## src/rtl/alu_cmd_sequencer.sv

```systemverilog
// alu_cmd_sequencer: serialised register-to-register front end for the 4-bit ALU.
// Accepts packed instructions, drives the ALU, writes back and returns the result.
module alu_cmd_sequencer #(
  parameter int W = 4
) (
  input  logic         clk,
  input  logic         rst_n,
  input  logic         cmd_valid,
  output logic         cmd_ready,
  input  logic [8:0]   cmd_instr,
  output logic [2:0]   alu_op,
  output logic [W-1:0] alu_a,
  output logic [W-1:0] alu_b,
  input  logic [W-1:0] alu_out,
  output logic         res_valid,
  input  logic         res_ready,
  output logic [W-1:0] res_data,
  output logic [1:0]   res_rd,
  output logic         busy
);

  localparam logic [2:0] OP_NOP   = 3'b000;
  localparam logic [2:0] OP_LOADI = 3'b111;

  typedef enum logic [1:0] {
    IDLE,
    EXEC,
    WB,
    RESP
  } state_t;

  state_t state_q;
  state_t state_d;

  logic [2:0]   op_q;
  logic [1:0]   rd_q;
  logic [W-1:0] cap_q;
  logic [W-1:0] rf [4];

  logic [2:0] op;
  logic [1:0] rd;
  logic [1:0] rs1;
  logic [1:0] rs2;
  logic       accept;

  assign op     = cmd_instr[8:6];
  assign rd     = cmd_instr[5:4];
  assign rs1    = cmd_instr[3:2];
  assign rs2    = cmd_instr[1:0];
  assign accept = (state_q == IDLE) && cmd_valid;

  assign cmd_ready = (state_q == IDLE);
  assign busy      = (state_q != IDLE);
  assign res_valid = (state_q == RESP);

  always_comb begin
    state_d = state_q;
    unique case (state_q)
      IDLE: begin
        if (cmd_valid) begin
          state_d = (op == OP_LOADI) ? WB : EXEC;
        end
      end
      EXEC: state_d = (op_q == OP_NOP) ? IDLE : WB;
      WB:   state_d = RESP;
      RESP: begin
        if (res_ready) begin
          state_d = IDLE;
        end
      end
      default: state_d = IDLE;
    endcase
  end

  always_ff @(posedge clk or negedge rst_n) begin
    if (!rst_n) begin
      state_q  <= IDLE;
      op_q     <= '0;
      rd_q     <= '0;
      cap_q    <= '0;
      alu_op   <= '0;
      alu_a    <= '0;
      alu_b    <= '0;
      res_data <= '0;
      res_rd   <= '0;
      for (int i = 0; i < 4; i++) begin
        rf[i] <= '0;
      end
    end else begin
      state_q <= state_d;
      // ALU inputs are only non-zero for the single EXEC cycle
      alu_op  <= '0;
      alu_a   <= '0;
      alu_b   <= '0;
      if (accept) begin
        op_q <= op;
        rd_q <= rd;
        if (op == OP_LOADI) begin
          cap_q <= W'(cmd_instr[3:0]);
        end else begin
          alu_op <= op;
          alu_a  <= rf[rs1];
          alu_b  <= rf[rs2];
        end
      end
      if (state_q == EXEC) begin
        cap_q <= alu_out;
      end
      if (state_q == WB) begin
        rf[rd_q] <= cap_q;
        res_data <= cap_q;
        res_rd   <= rd_q;
      end
    end
  end

endmodule

```

## config.mk

```make
export PLATFORM = sky130hd
export DESIGN_NAME = alu_cmd_sequencer
export DESIGN_NICKNAME = d
export VERILOG_FILES = /design/src/rtl/alu_cmd_sequencer.sv
export SDC_FILE = /design/constraint.sdc
export NUM_CORES = 1
export LEC_CHECK = 0
export CAP_MARGIN = 20
export CORE_MARGIN = 4
export CORE_UTILIZATION = 45
export DETAILED_ROUTE_END_ITERATION = 10
export PLACE_DENSITY = 0.7
export SYNTH_ARGS = -nofsm -noshare
export SYNTH_HDL_FRONTEND = slang
export SYNTH_SLANG_ARGS = --single-unit
```

## constraint.sdc

```tcl
create_clock -name clk -period 3.52 [get_ports clk]
set_input_delay 1.056 -clock clk [delete_from_list [all_inputs] [get_ports clk]]
set_output_delay 1.056 -clock clk [all_outputs]
set_load 0.01 [all_outputs]
```

# Word level (Yosys, flattened, before mapping)
# Index checks and enable logic that the tools add are counted.
# Widths: inputs -> output; s select.
# word_totals
reg_bits,44
input_bits,17
out_inout_bits,20
elab_cells,58
# classes
magnitude_cmp,4
n_eq_ne,6
mux,23
n_bitwise,3
reduce_logical,9
# ops
op,n
$mux 4,12
$bmux 4 s2,2
$bwmux 16,1
$ge 3x3->1 const B,3
$not 2->3,3
$demux 4 s2,1
$mux 2,4
$pmux 2 s4,1
$mux 3,2
$reduce_bool 2->1,3
$eq 2x2->1 const B,2
$reduce_and 2->1,2
$eq 3x3->1 const B,1
$logic_not 3->1,1
$lt 3x1->1 const B,1
$eq 2x1->1 const B,1
$logic_and 1x1->1,2
$logic_not 2->1,1
$ne 2x1->1 const B,1
$ne 2x2->1 const B,1

# Longest topological paths before layout
# depth
ltp_word,6
mapped_depth,5
ltp_nobuf,3

# Worst setup path after synthesis
# No wires, ideal clock.
# synth_timing
kind,input -> register
from,in cmd_instr[2]
to,reg alu_a[0]
setup_ns,0.120
arrival_ns,1.806
required_time_ns,3.400
setup_slack_ns,1.594
path_stages,3
path_cell_list,buf_6 -> mux4_2 -> and3_1
# synth_between
elab_chain_cells,6
# synth_lines
item,line_no,rtl
start: declaration,10,"input logic [8:0] cmd_instr,"
$not 2->3 (implied by the code),102,alu_a <= rf[rs1];
$bmux 4 s2,102,
$mux 4 (implied by the code) (2 in series),102,
$mux 4,98,if (op == OP_LOADI) begin
$mux 4,95,if (accept) begin
end signal: assignment,102,
end: declaration,12,"output logic [W-1:0] alu_a,"
# No other way between the ends. The select of a mux whose other input is x is not followed.
# A chain may end at the register's enable or synchronous reset.

# Worst setup path after layout
# layout_timing
from,reg state_q[1]
to,out res_valid
# layout_between
elab_chain_cells,1
# layout_lines
item,line_no,rtl
start: declaration,32,state_t state_q;
start signal: assignment,90,state_q <= state_d;
$eq 2x2->1,54,assign res_valid = (state_q == RESP);
end: declaration,15,"output logic res_valid,"
# No other way between the ends.

==> metrics.log <==
INFO  metric drc_violations = 0
INFO  metric setup_viol = 0
INFO  metric worst-endpoint-arrival = 1.58 ns
INFO  metric worst_case_headroom_to_the_max_slew_limit = 66.3%
INFO  metric grt_antenna_before_repair = 0
INFO  metric synth.yosys.seq_area_share = a little under three fifths
INFO  metric final_common_cell = sky130_fd_sc_hd__dfrtp_1
INFO  metric cts_max_level = 2
INFO  metric crit_fanout = 13
INFO  metric timing.final.max_slew_violations = 0
INFO  metric synthesis.nets = between 150 and 200
INFO  metric number_of_violations_reported_at_the_end_of_detailed_routing_iteration_0 = 44
INFO  metric worstSetupEndpointType = output port
INFO  metric drt-total-wl = between 4000 and 5000 um
INFO  metric nNetsFinal = a little over 200
INFO  metric post_synth_num_cell_types = 29
INFO  metric fin_tns_setup = 0 ns
INFO  metric seq_area = approximately 1100 um^2
INFO  metric design.portCount = 37
INFO  metric ant_nets = 0
INFO  metric multi_input_area = around 780 um^2
INFO  metric postSynthAreaPerCell = 13.2 um^2
INFO  metric proportion_of_layout_cells_with_a_drive_suffix_above_1 = between 20% and 30%
INFO  metric fp.coreArea = just over 4000 um^2
INFO  metric powerDensity = between 700 and 800 nW/um^2
INFO  metric summed_instance_area_of_the_synthesized_netlist = between 1500 and 2000 um^2
INFO  metric n_antenna_cell = 0
INFO  metric holdWs = slightly below 0.5 ns
INFO  metric finalWorstPathRequiredPeriod = ~2.6 ns
INFO  metric vias_per_cell = 5.40
INFO  metric grt_first_pass_wirelength = around 6800 um
INFO  metric cts.sink_count = 44
INFO  metric dp.cells = 227
INFO  metric placement_rows = 23
INFO  metric clock-root-buffer = sky130_fd_sc_hd__clkbuf_8
INFO  metric hp-class = reg2reg
INFO  metric leakagePower = roughly 1.1 nW
INFO  metric routabilityCongestion = about 0.75
INFO  metric clock_tree_from_tritoncts = yes
INFO  metric post_cts_clock_slew_at_the_launch_and_capture_registers_of_the_worst_setup_and_hold_paths = 0.08 ns
INFO  metric clock_insertion_delay_worst_skew = approximately 0.29 ns
INFO  metric detailed_place_hpwl = about 3000 um
INFO  metric final.period_utilization = 75.0%
INFO  metric skew = roughly 0.0040 ns
INFO  metric finish.utilization = between 50% and 60%
INFO  metric number_of_gates_given_a_new_drive_strength_after_cts = 0
INFO  metric placement.io_buffers = 36
INFO  metric grt-ovfl-total = 0
INFO  metric syn_inst = around 150
INFO  metric tritoncts_buffers = 5
INFO  metric initial_utilization = between 40% and 50%
INFO  metric fmax = 379 MHz
INFO  metric area_growth_syn_to_layout = 24.2%
INFO  metric ys.warnings.count = 0
INFO  metric cts_hold_buf = 0
INFO  metric wl_per_cell = approximately 17 um
INFO  metric final_hold_viol_count = 0
INFO  metric drv.max_cap_violation_count = 0
INFO  metric die_height = about 74 um
INFO  metric firstDrtPassIters = 4
INFO  metric final-instance-count-excl-fill = roughly 240
INFO  metric die_area = between 5000 and 6000 um^2
INFO  metric synth_largest_area_cell = sky130_fd_sc_hd__dfrtp_1
INFO  metric worst_slew_pin_slew = 0.504 ns
INFO  metric clk_path_buf_depth = 2
INFO  metric detailroute.via_count = 1275
INFO  metric synth.area.top_cells = sky130_fd_sc_hd__dfrtp_1 (56%), sky130_fd_sc_hd__mux2_2 (12%), sky130_fd_sc_hd__mux4_2 (9.1%), sky130_fd_sc_hd__and3_1 (3.8%), sky130_fd_sc_hd__nand2_1 (3.6%)
INFO  metric status = complete, no violations
INFO  metric path_type_of_the_worst_setup_path = reg2out
INFO  metric die_width = 74.2 um
INFO  metric crit_path_start_kind = flip-flop
INFO  metric grt_setup_unrepaired = false
INFO  metric grt_pass1_vias = approximately 1400
INFO  metric critPathRequiredTime = 2.46 ns
INFO  metric layout_common_cells = sky130_fd_sc_hd__dfrtp_1 (44), sky130_fd_sc_hd__clkdlybuf4s50_1 (35), sky130_fd_sc_hd__mux2_2 (21), sky130_fd_sc_hd__nand2_1 (19), sky130_fd_sc_hd__and3_1 (12)
INFO  metric grt_start_max_net_pins = 45
INFO  metric peakVddDrop = 0.000284 V
INFO  metric synth.top_cell.area_share = 55.8%
INFO  metric fillCellCount = 324
INFO  metric grt_use_total = between 15 and 20%
INFO  metric cts_setup_buffers = 0
INFO  metric ys_ff_latch = 44
kinds of logic after synthesis:
family	after synthesis	share of synthesized area [%]
simple gates	51	14.6
compound gates	13	3.93
flops	44	55.8
buf+inv	12	4.57
mux	29	21.1
layer usage:
layer  track usage [%]  vias up  wire length [um]
met4              6.52        0                57
met2              27.9       25              2050
met1              21.7      644              1810
met3              2.84        4               141
met5                 0        -                 0
li1                  -      602                 -
flip-flops by register name, indices dropped and copies added, names as in the netlist:
name and count:
res_rd 2, op_q 3, state_q 2, alu_b 4, rf 16, alu_a 4
cap_q 4, alu_op 3, res_data 4, rd_q 2
worst paths after layout:
| path | slack, ns | startpoint | depth (start not counted) | endpoint |
|---|---|---|---|---|
| min | 0.49 | op_q[2] | 2 | op_q[2] |
| max in group asynchronous | 2.53 | rst_n | 2 | state_q[0] |
| min in group asynchronous | 0.57 | rst_n | 1 | alu_op[1] |
| max | 0.88 | state_q[1] | 2 | res_valid |
| min reg2reg | 0.49 | op_q[2] | 2 | op_q[2] |
| max reg2reg | 1.69 | state_q[1] | 3 | rf[5] |
cell usage after synthesis, drive strengths merged:
master / number
a21oi: 2
dfrtp: 44
o21ai: 4
mux4: 8
nor3: 1
nor2: 6
nand2b: 1
or2b: 1
mux2: 21
a211oi: 1
or3b: 1
nand3b: 1
nand2: 19
and3: 12
nand4b: 1
o22ai: 1
buf: 8
nor3b: 2
nand3: 5
inv: 2
clkbuf: 2
and2: 1
o41ai: 1
a31oi: 4
worst max-delay path: stages (launching register included):
cell	delay, ns
sky130_fd_sc_hd__dfrtp_1	0.57
sky130_fd_sc_hd__and2_2	0.20
sky130_fd_sc_hd__clkdlybuf4s50_1	0.53
cell type report:
cell class / count / area share (%)
Clock buffer: 6 / 2.96
Clock inverter: 2 / 1.43
Inverter: 2 / 0.306
Multi-Input combinational cell: 93 / 31.9
Sequential cell: 44 / 44.9
Tap cell: 50 / 2.55
Timing Repair Buffer: 39 / 15.9
through the flow:
step / instance area, um^2 / power, W / worst slack (ns)
6_report: 2450 / 0.00196 / 0.882
3_3_place_gp: 2320 / 0.00155 / 0.960
2_1_floorplan: 1970 / 0.00134 / 1.59
3_5_place_dp: 2320 / 0.00159 / 0.940
4_1_cts: 2430 / 0.00197 / 0.861
5_1_grt: 2450 / 0.00207 / 0.823
power breakdown:
part	internal, W	switching [W]
Clock	0.000211	0.000162
Combinational	0.000415	0.000252
Sequential	0.000709	0.000207
(Power assumes the default switching activity.)
